--- config.mk ---
export PLATFORM = sky130hd
export DESIGN_NAME = led_debug_sel_ctrl
export DESIGN_NICKNAME = d
export VERILOG_FILES = /design/src/rtl/led_debug_sel_ctrl.sv
export SDC_FILE = /design/constraint.sdc
export NUM_CORES = 1
export LEC_CHECK = 0
export CAP_MARGIN = 15
export CELL_PAD_IN_SITES_DETAIL_PLACEMENT = 2
export CELL_PAD_IN_SITES_GLOBAL_PLACEMENT = 2
export CORE_AREA = 2 2 119 121
export CTS_CLUSTER_SIZE = 8
export DETAILED_ROUTE_END_ITERATION = 8
export DIE_AREA = 0 0 121 123
export GPL_ROUTABILITY_DRIVEN = 0
export PLACE_DENSITY_LB_ADDON = 0.1
export SLEW_MARGIN = 20
export SYNTH_ARGS = -nofsm -noshare
export SYNTH_HDL_FRONTEND = slang
export SYNTH_SLANG_ARGS = --single-unit
--- constraint.sdc ---
create_clock -name CLK -period 2.7 [get_ports CLK]
set_clock_uncertainty 0.2 [all_clocks]
set_input_delay 0.54 -clock CLK [delete_from_list [all_inputs] [get_ports CLK]]
set_output_delay 0.54 -clock CLK [all_outputs]
set_load 0.05 [all_outputs]
--- src/rtl/led_debug_sel_ctrl.sv ---
// rtl/led_debug_sel_ctrl.sv - button-stepped / auto-scanned channel select for the LED debug mux
//
// Purpose: synchronizes and debounces three active-low push-buttons and uses
// them to step a channel index up/down, or to toggle an auto-scan mode that
// advances the channel every C_DWELL_CYCLES cycles.
//
// Ports:
//   CLK         - single clock, rising edge
//   RST_N       - asynchronous assert, active-low reset
//   BTN_UP_N    - raw UP button, active-low, asynchronous
//   BTN_DOWN_N  - raw DOWN button, active-low, asynchronous
//   BTN_MODE_N  - raw MODE button, active-low, asynchronous
//   SELECTOR    - active-low encoded channel (~sel) for the mux
//   CUR_SEL     - true-encoded current channel
//   AUTO_MODE   - 1 while auto-scanning

module led_debug_sel_ctrl #(
  parameter int C_NUM_INPUTS      = 16,
  parameter int C_DEBOUNCE_CYCLES = 1000000,
  parameter int C_DWELL_CYCLES    = 100000000
) (
  input  logic       CLK,
  input  logic       RST_N,
  input  logic       BTN_UP_N,
  input  logic       BTN_DOWN_N,
  input  logic       BTN_MODE_N,
  output logic [3:0] SELECTOR,
  output logic [3:0] CUR_SEL,
  output logic       AUTO_MODE
);

  localparam int DBW = $clog2(C_DEBOUNCE_CYCLES);
  localparam int DWW = $clog2(C_DWELL_CYCLES);
  localparam logic [DBW-1:0] DB_LAST    = DBW'(C_DEBOUNCE_CYCLES - 1);
  localparam logic [DWW-1:0] DWELL_LAST = DWW'(C_DWELL_CYCLES - 1);
  localparam logic [3:0]     SEL_LAST   = 4'(C_NUM_INPUTS - 1);

  typedef enum logic {
    ST_MANUAL = 1'b0,
    ST_AUTO   = 1'b1
  } state_e;

  // Button index: 0 = UP, 1 = DOWN, 2 = MODE
  logic [2:0] btn_n;
  logic [2:0] sync1_q;
  logic [2:0] sync2_q;
  logic [1:0] valid_q;
  logic [2:0] press;

  assign btn_n = {BTN_MODE_N, BTN_DOWN_N, BTN_UP_N};

  // valid_q[1] marks the cycles where sync2_q carries a real post-reset
  // sample instead of the forced "released" reset value.
  always_ff @(posedge CLK or negedge RST_N) begin
    if (!RST_N) begin
      sync1_q <= 3'b111;
      sync2_q <= 3'b111;
      valid_q <= 2'b00;
    end else begin
      sync1_q <= btn_n;
      sync2_q <= sync1_q;
      valid_q <= {valid_q[0], 1'b1};
    end
  end

  for (genvar b = 0; b < 3; b++) begin : g_debounce
    logic [DBW-1:0] cnt_q;
    logic           db_q;
    logic           armed_q;
    logic           press_q;

    // armed_q keeps a button held through reset release from producing a
    // press: it must first be seen released after reset.
    always_ff @(posedge CLK or negedge RST_N) begin
      if (!RST_N) begin
        cnt_q   <= '0;
        db_q    <= 1'b1;
        armed_q <= 1'b0;
        press_q <= 1'b0;
      end else begin
        press_q <= 1'b0;
        if (valid_q[1] && sync2_q[b]) begin
          armed_q <= 1'b1;
        end
        if (sync2_q[b] == db_q) begin
          cnt_q <= '0;
        end else if (cnt_q == DB_LAST) begin
          cnt_q   <= '0;
          db_q    <= sync2_q[b];
          press_q <= ~sync2_q[b] & armed_q;
        end else begin
          cnt_q <= cnt_q + 1'b1;
        end
      end
    end

    assign press[b] = press_q;
  end

  state_e         state_q, state_d;
  logic [3:0]     sel_q, sel_d;
  logic [DWW-1:0] dwell_q, dwell_d;
  logic           up_step, dn_step, any_press, keep_auto, expire;
  logic [3:0]     sel_inc, sel_dec;

  assign up_step   = press[0] & ~press[1];
  assign dn_step   = press[1] & ~press[0];
  assign any_press = press[0] | press[1];
  // Dwell only runs while AUTO persists and no button event intervenes;
  // a coinciding press or mode change wins over the expiry.
  assign keep_auto = (state_q == ST_AUTO) && !press[2] && !any_press;
  assign expire    = keep_auto && (dwell_q == DWELL_LAST);
  assign sel_inc   = (sel_q == SEL_LAST) ? 4'd0 : sel_q + 4'd1;
  assign sel_dec   = (sel_q == 4'd0) ? SEL_LAST : sel_q - 4'd1;

  always_ff @(posedge CLK or negedge RST_N) begin
    if (!RST_N) begin
      state_q <= ST_MANUAL;
      sel_q   <= 4'd0;
      dwell_q <= '0;
    end else begin
      state_q <= state_d;
      sel_q   <= sel_d;
      dwell_q <= dwell_d;
    end
  end

  always_comb begin
    state_d = state_q;
    sel_d   = sel_q;
    dwell_d = '0;
    if (press[2]) begin
      state_d = (state_q == ST_AUTO) ? ST_MANUAL : ST_AUTO;
    end
    if (up_step || expire) begin
      sel_d = sel_inc;
    end else if (dn_step) begin
      sel_d = sel_dec;
    end
    if (keep_auto && !expire) begin
      dwell_d = dwell_q + 1'b1;
    end
  end

  assign CUR_SEL   = sel_q;
  assign SELECTOR  = ~sel_q;
  assign AUTO_MODE = (state_q == ST_AUTO);

endmodule
==> results of run 1 <==
==> cell usage in the layout (no fill, tap or decap), types with 9 or more instances in the layout <==
master           instances
dfrtp_1                100
nor2_1                  60
a21oi_1                 38
nand2_1                 28
nand3_1                 28
nand4_1                 26
xor2_1                  25
xnor2_1                 25
inv_1                   22
o21ai_0                 22
or3_1                   19
or4_1                   12
clkdlybuf4s50_1         12
buf_4                   12
nor4_1                  11
and4_1                  10
and3_1                  10
o31ai_1                 10
clkbuf_16                9
dfstp_2                  9
==> layout make-up <==
cell class	count	area (sq um)
fillers	1470	7570
flip-flops and latches	109	2740
multi-input cells	393	2450
repair buffers	26	240
clock buffers	10	239
well taps	180	225
inverters	22	82.6
clock inverters	6	67.6
==> kinds of logic after synthesis <==
group	Yosys count	synth area share [%]
mux	3	0.632
other cells	1	0.0702
fa+ha+maj	6	1.41
compound gates	91	10.6
buf+inv	39	2.93
flops	109	51.3
simple gates	242	24.9
xor+xnor	50	8.20
==> how the worst max path moves through the flow <==
stage | endpoint | slack [ns]
2_1_floorplan | CUR_SEL[0] | 0.39
3_5_place_dp | g_debounce[1].cnt_q[14] | 0.28
3_3_place_gp | g_debounce[1].cnt_q[11] | 0.35
4_1_cts | SELECTOR[2] | 0.09
5_1_grt | SELECTOR[2] | 0.04
6_report | SELECTOR[2] | 0.12
==> metrics by stage <==
stage / setup slack, ns / util [%] / std cells / power (mW) / hold slack, ns
after detailed placement: 0.276 / 42.1 / 729 / 1.79 / 0.144
after global placement: 0.353 / 42.1 / 729 / 1.79 / 0.138
after global routing: 0.0412 / 44.4 / 746 / 3.28 / 0.163
after floorplan: 0.388 / - / 541 / 1.73 / 0.0444
after CTS: 0.0853 / 44.4 / 746 / 3.21 / 0.160
final: 0.116 / 44.4 / 746 / 3.13 / 0.159
==> Yosys cell counts (7+ instances only) <==
cell type and n:
a21oi_1 38, and3_1 10, and4_1 10, clkbuf_1 14
dfrtp_1 100, dfstp_2 9, inv_1 22, nand2_1 28
nand3_1 28, nand4_1 26, nor2_1 60, nor3_1 7
nor4_1 11, o21ai_0 23, o31ai_1 10, or3_1 19
or4_1 12, xnor2_1 25, xor2_1 25
==> routing by layer <==
metal / up-vias / global-route usage, % / routed length, microns
met5: - / 0 / 0
met4: 0 / 5.01 / 138
met3: 10 / 3.92 / 252
met2: 18 / 35.6 / 7020
met1: 2140 / 24.2 / 5910
li1: 1982 / - / -
==> flip-flops by register name (all words and copies together) (netlist names) <==
register / cells
dwell_q: 27
CUR_SEL: 4
g_debounce.press_q: 3
g_debounce.db_q: 3
sync2_q: 3
AUTO_MODE: 1
g_debounce.cnt_q: 60
valid_q: 2
g_debounce.armed_q: 3
sync1_q: 3
==> timing repair <==
item,CTS,global route
gates resized for setup,0,0
hold buffers,1,0
setup endpoints to repair,0,0
hold endpoints to repair,33,0
==> power groups by stage <==
stage	Clock, mW	Sequential [mW]	Combinational (mW)
2_1_floorplan	0	1.70	0.0347
3_3_place_gp	0	1.70	0.0907
3_5_place_dp	0	1.70	0.0944
4_1_cts	1.44	1.67	0.0967
5_1_grt	1.50	1.67	0.108
6_report	1.37	1.67	0.0914
==> impl_metrics.ini, run 1 <==
[route]
wl_mm = 13.3
ant_nets = 0
viasPerCell = 5.56
wl_per_cell_microns = 17.9
route.vias.total = 4150
drtIter0Drc = 146
dr.pass1.iters = 4
drc = 0

[floorplan]
die_w_microns = 121
ios = 14
floorplan.die_area_sq_um = 14900
placementRows = 43
start_util_pct = 39.2
coreArea_sq_um = 13600
die_h_microns = 123

[global_route]
antenna_found_initial = 0
grt_max_degree = 37
grtUsageTotal_pct = 19.8
grt_pass1_wl_mm = 23.2
grt_pass1_vias = 4623
grt-ovfl-total = 0

[worst_hold_path]
hold_class = reg -> reg
hold_depth = 0
min_to = sync2_q[0]
worstHoldStart = sync1_q[0]

[clock_tree]
cts_tree = yes
numCtsBuffers = 9
cts_root_buffer = clkbuf_16
htree_levels = 3
path_clk_slew_ns = 0.07
clockBufferDepth = 2
postCtsSetupRepairBufs = 0
clock_latency_ns = 0.36
clock_sinks = 109

[setup_path]
path_depth = 2
setup.worst_path.start_class = register
reg2reg_from = g_debounce[1].cnt_q[15]
ff2ff_path_depth = 4
arrival_ns = 1.84
cp-end-kind = output port
cp_slowest_cell = clkdlybuf4s50_1
crit_path_start = CUR_SEL[2]
worstSetupPathType = reg -> out
crit_buf_inv = 2
crit_chain = inv_1 > clkdlybuf4s50_1
worst_ep_required_time_ns = 1.96
r2r_setup_slack_ns = 0.28
critPathTopFamily = buffers and inverters
cpPeakStageDelay_ns = 0.83
crit_fanout = 7
regToRegEndpoint = g_debounce[1].cnt_q[14]

[synthesis]
synth_nets = 552
synth_edf_count = 0
synth_top_area_share_pct = 46.8
synthDistinctLibCells = 53
yosysSeqAreaShare_pct = 51.3
synthTopCellsByArea = dfrtp_1 (47%), dfstp_2 (4.4%), nor2_1 (4.2%)
synthFlopType = dfrtp_1
syn_area_per_cell_sq_um = 9.88
synth_seq_cells = 109
synth_area_sq_um = 5340
synthCells = 541
yosysWarnings = 0
synth-async-reset-ratio_pct = 100
synth_area_leader_cell = dfrtp_1

[pwr]
switchingPower_mw = 0.705
p_sw_share_pct = 22.5
powerDensity_nw_per_um2 = 519
power_leakage_nw = 2.35
ir_worst_vdd_uv = 345
intPower_mw = 2.43
seq_power_share_pct = 53.2
combPwrFrac_pct = 2.9
power_frac_clock_pct = 43.8

[sta]
worst_pin_slew_ns = 0.662
period_share_pct = 95.7
fmax_mhz = 387
rsz0062_at_grt = no
max_slew_margin_pct = 55.5
period_needed_ns = 2.58
setup-violations-final = 0
slew_viol_final = 0
finalSetupTns_ns = 0
finalHoldViolCount = 0

[placed_design]
dp_hpwl_mm = 9.40
post_dp_cell_area_sq_um = 5720
portBuffers = 13

[layout]
finalNetCount = 572
syn_to_final_growth_pct = 13.1
antenna_cells = 0
drive_above_1_share_pct = 10.1
fin_area_sq_um = 6040

[status]
status = complete, no violations

[run]
maxCapViolCount = 0
(Power assumes the default switching activity.)
==> run 2: changes to the inputs <==
--- a/config.mk
+++ b/config.mk
@@ -14,7 +14,7 @@
 export DIE_AREA = 0 0 121 123
 export GPL_ROUTABILITY_DRIVEN = 0
 export PLACE_DENSITY_LB_ADDON = 0.1
-export SLEW_MARGIN = 20
+export SLEW_MARGIN = 0
 export SYNTH_ARGS = -nofsm -noshare
 export SYNTH_HDL_FRONTEND = slang
 export SYNTH_SLANG_ARGS = --single-unit
==> constraint.sdc (replaced) <==
create_clock -name CLK -period 2.9 [get_ports CLK]
set_clock_uncertainty 0.2 [all_clocks]
set_input_delay 0.58 -clock CLK [delete_from_list [all_inputs] [get_ports CLK]]
set_output_delay 0.58 -clock CLK [all_outputs]
set_load 0.05 [all_outputs]
==> impl_metrics.ini, run 2 (synthesis gave the netlist of run 1 again) <==
[setup_path]
setup.worst_path.start_class = register
arrival_ns = 1.87
cp-end-kind = output port
worstSetupPathType = reg -> out
crit_buf_inv = 2
worst_ep_required_time_ns = 2.12
cpPeakStageDelay_ns = 0.84
path_depth = 2
critPathTopFamily = buffers and inverters
crit_fanout = 7
r2r_setup_slack_ns = 0.44
crit_chain = inv_1 > clkdlybuf4s50_1
regToRegEndpoint = dwell_q[26]
cp_slowest_cell = clkdlybuf4s50_1
ff2ff_path_depth = 5
reg2reg_from = dwell_q[0]

[sta]
finalHoldViolCount = 0
setup-violations-final = 0
fin_ws_ns = 0.251
worst_pin_slew_ns = 0.617
fmax_mhz = 378
max_slew_margin_pct = 58.5
slew_viol_final = 0
period_needed_ns = 2.65
rsz0062_at_grt = no
finalSetupTns_ns = 0
period_share_pct = 91.3

[clock_tree]
clockBufferDepth = 2
clock_sinks = 109
ctsResizeCount = 0
cts_root_buffer = clkbuf_16
cts_hold_buf = 0
cts_tree = yes
clock_latency_ns = 0.35
numCtsBuffers = 9
htree_levels = 3
path_clk_slew_ns = 0.07
postCtsSetupRepairBufs = 0

[floorplan]
coreArea_sq_um = 13600
start_util_pct = 39.2
ios = 14
placementRows = 43
die_h_microns = 123
die_w_microns = 121
floorplan.die_area_sq_um = 14900

[pwr]
power_frac_clock_pct = 42.1
ir_worst_vdd_uv = 254
powerDensity_nw_per_um2 = 472
switchingPower_mw = 0.630
intPower_mw = 2.20
power_leakage_nw = 2.33
seq_power_share_pct = 55.0
p_sw_share_pct = 22.3
combPwrFrac_pct = 2.9

[layout]
multi_input_area_sq_um = 2450
syn_to_final_growth_pct = 12.1
finalNetCount = 567
nFillCells = 1481
fin_area_sq_um = 5990
drive_above_1_share_pct = 9.09
regMostFlops = g_debounce.cnt_q
antenna_cells = 0
largest_reg_flops = 60
layout_common_cells = dfrtp_1 (100), nor2_1 (60), a21oi_1 (38), nand2_1 (28), nand3_1 (28)
seqCellArea_sq_um = 2740
final_common_cell = dfrtp_1

[global_route]
grt_max_degree = 46
grtUsageTotal_pct = 19.2
grt_pass1_wl_mm = 22.9
grt_pass1_vias = 4652
grt-ovfl-total = 0
antenna_found_initial = 0

[route]
wl_per_cell_microns = 17.6
route.vias.total = 4186
drtIter0Drc = 136
viasPerCell = 5.65
dr.pass1.iters = 4
drc = 0
wl_mm = 13.0
ant_nets = 0

[placed_design]
portBuffers = 13
post_dp_cell_area_sq_um = 5710
dp_hpwl_mm = 9.16
place_ws_ns = 0.442

[worst_hold_path]
hold_class = in -> async

[status]
status = complete, no violations

[run]
maxCapViolCount = 0
-- run 2: layer usage --
metal	wire length (microns)	GRT usage, %	part of all wire, %
met2	7010	35.6	54
met5	0	0	0
met3	191	2.44	1.5
met1	5650	22.9	43
met4	186	6.32	1.4
-- run 2: how the worst max path moves through the flow --
stage	startpoint	to
global placement	g_debounce[1].cnt_q[15]	g_debounce[1].cnt_q[7]
global route	dwell_q[0]	dwell_q[22]
CTS	CUR_SEL[2]	SELECTOR[2]
detailed placement	dwell_q[0]	dwell_q[22]
floorplan	CUR_SEL[0]	CUR_SEL[0]
finish	CUR_SEL[2]	SELECTOR[2]
-- run 2: worst reg2reg max path: cells and delay by family (launching register included) --
kind	cells	cell delay (ns)
AOI/OAI and AO/OA	1	0.16
adders and majority gates	1	0.21
DFF	1	0.41
and+or+nand+nor	3	1.40
-- run 2: layout make-up --
type	count	share of cell area, %
Sequential cell	109	45.7
Inverter	22	1.38
Tap cell	180	3.76
Clock inverter	3	0.376
Timing Repair Buffer	21	3.55
Multi-Input combinational cell	393	40.9
Clock buffer	13	4.35
-- run 2: metrics by stage --
step / power (mW) / util, % / std cells / hold WS [ns]
6_report: 2.83 / 44.0 / 741 / 0.0441
5_1_grt: 2.93 / 44.0 / 741 / 0.0817
4_1_cts: 2.87 / 44.0 / 741 / 0.0616
3_5_place_dp: 1.67 / 41.9 / 725 / 0.142
3_3_place_gp: 1.67 / 41.9 / 725 / 0.131
2_1_floorplan: 1.61 / - / 541 / 0.0844
-- run 2: power groups by stage --
| stage | registers, mW | logic (mW) | clock network (mW) |
|---|---|---|---|
| 4_1_cts | 1.55 | 0.0878 | 1.23 |
| 2_1_floorplan | 1.58 | 0.0323 | 0 |
| 3_3_place_gp | 1.58 | 0.0843 | 0 |
| 5_1_grt | 1.56 | 0.0961 | 1.28 |
| 3_5_place_dp | 1.58 | 0.0868 | 0 |
| 6_report | 1.55 | 0.0823 | 1.19 |
==> run 3: changes to the inputs <==
--- a/config.mk
+++ b/config.mk
@@ -8,10 +8,10 @@
 export CAP_MARGIN = 15
 export CELL_PAD_IN_SITES_DETAIL_PLACEMENT = 2
 export CELL_PAD_IN_SITES_GLOBAL_PLACEMENT = 2
-export CORE_AREA = 2 2 119 121
+export CORE_AREA = 2 2 114 127
 export CTS_CLUSTER_SIZE = 8
 export DETAILED_ROUTE_END_ITERATION = 8
-export DIE_AREA = 0 0 121 123
+export DIE_AREA = 0 0 116 129
 export GPL_ROUTABILITY_DRIVEN = 0
 export PLACE_DENSITY_LB_ADDON = 0.1
 export SLEW_MARGIN = 0
==> impl_metrics.ini, run 3 (synthesis gave the netlist of run 1 again) <==
[setup_path]
cp-end-kind = output port
arrival_ns = 1.86
cp_slowest_cell = clkdlybuf4s50_1
crit_fanout = 7
crit_chain = inv_1 > clkdlybuf4s50_1
setup.worst_path.start_class = register
ff2ff_path_depth = 5
worstSetupPathType = reg -> out
cpPeakStageDelay_ns = 0.84
worst_ep_required_time_ns = 2.12
r2r_setup_slack_ns = 0.45

[placed_design]
dp_hpwl_mm = 8.86
post_dp_cell_area_sq_um = 5730
dp.cells = 733
portBuffers = 13

[layout]
largest_reg_flops = 60
layout_common_cells = dfrtp_1 (100), nor2_1 (60), a21oi_1 (38), nand2_1 (28), nand3_1 (28)
drive_above_1_share_pct = 9.45
nFillCells = 1509
finalNetCount = 567
regMostFlops = g_debounce.cnt_q
fin_util_pct = 44.3
stdcell_count = 749
fin_area_sq_um = 6040
antenna_cells = 0
final_common_cell = dfrtp_1
syn_to_final_growth_pct = 13.0

[route]
dr.pass1.iters = 4
drc = 0
viasPerCell = 5.52
ant_nets = 0
wl_mm = 13.1
route.vias.total = 4133
wl_per_cell_microns = 17.4
drtIter0Drc = 150

[sta]
max_slew_margin_pct = 60.0
setup-violations-final = 0
finalSetupTns_ns = 0
finalHoldViolCount = 0
worst_pin_slew_ns = 0.595
period_needed_ns = 2.64
period_share_pct = 91.0
rsz0062_at_grt = no
fmax_mhz = 379
slew_viol_final = 0

[floorplan]
ios = 14
start_util_pct = 39.2
floorplan.die_area_sq_um = 15000
die_h_microns = 129
placementRows = 45
coreArea_sq_um = 13600
die_w_microns = 116

[clock_tree]
numCtsBuffers = 9
cts_tree = yes
htree_levels = 3
cts_hold_buf = 0
clock_sinks = 109
clock_latency_ns = 0.36
ctsResizeCount = 0
clockBufferDepth = 2
path_clk_slew_ns = 0.08
postCtsSetupRepairBufs = 0
cts_root_buffer = clkbuf_16

[pwr]
ir_worst_vdd_uv = 361
power_leakage_nw = 2.35
powerDensity_nw_per_um2 = 489
total_power_mw = 2.96

[worst_hold_path]
hold_class = in -> async

[status]
status = complete, no violations

[run]
maxCapViolCount = 0

[global_route]
antenna_found_initial = 0
grt_max_degree = 42
grtUsageTotal_pct = 19.4
grt-ovfl-total = 0
grt_pass1_wl_mm = 23.1
grt_pass1_vias = 4567
[run 3: final cells by class]
type                       count  area [sq um]  area share (%)
tap                          188           235            3.89
clock inverter                 7          85.1            1.41
timing repair buffer          21           225            3.73
inverter                      22          82.6            1.37
multi-input combinational    393          2450            40.5
clock buffer                   9           225            3.73
sequential                   109          2740            45.3
[run 3: path summary, 6_finish.rpt]
check,start,end
worst min-delay path,RST_N,dwell_q[21]
worst min register to register,valid_q[0],valid_q[1]
worst max-delay path,CUR_SEL[2],SELECTOR[2]
min in group CLK,valid_q[0],valid_q[1]
max in group asynchronous,RST_N,sync1_q[0]
worst max register to register,dwell_q[0],dwell_q[22]
[run 3: stage by stage]
step | hold WS [ns] | setup slack [ns]
after floorplan | 0.0844 | 0.588
after global placement | 0.137 | 0.542
after detailed placement | 0.145 | 0.459
after CTS | 0.0312 | 0.228
after global routing | 0.0448 | 0.178
final | 0.0150 | 0.260
[run 3: worst max-delay path: cells and delay by family (launching register included)]
family | cells | cell delay [ns]
DFF | 1 | 0.47
buffers and inverters | 2 | 1.04
[run 3: power by group]
group	switching, mW	internal, mW	leakage (nW)
sequential	0.0162	1.54	1.46
clock	0.624	0.693	0.154
combinational	0.0586	0.0251	0.730
[run 3: routing by layer]
layer	GRT usage [%]	routed length (microns)	share of wire [%]	up-vias
met2	33.4	6680	51	24
met4	5.46	147	1.1	0
met1	25.2	6000	46	2123
li1	-	-	-	1977
met5	0	0	0	-
met3	3.53	232	1.8	9
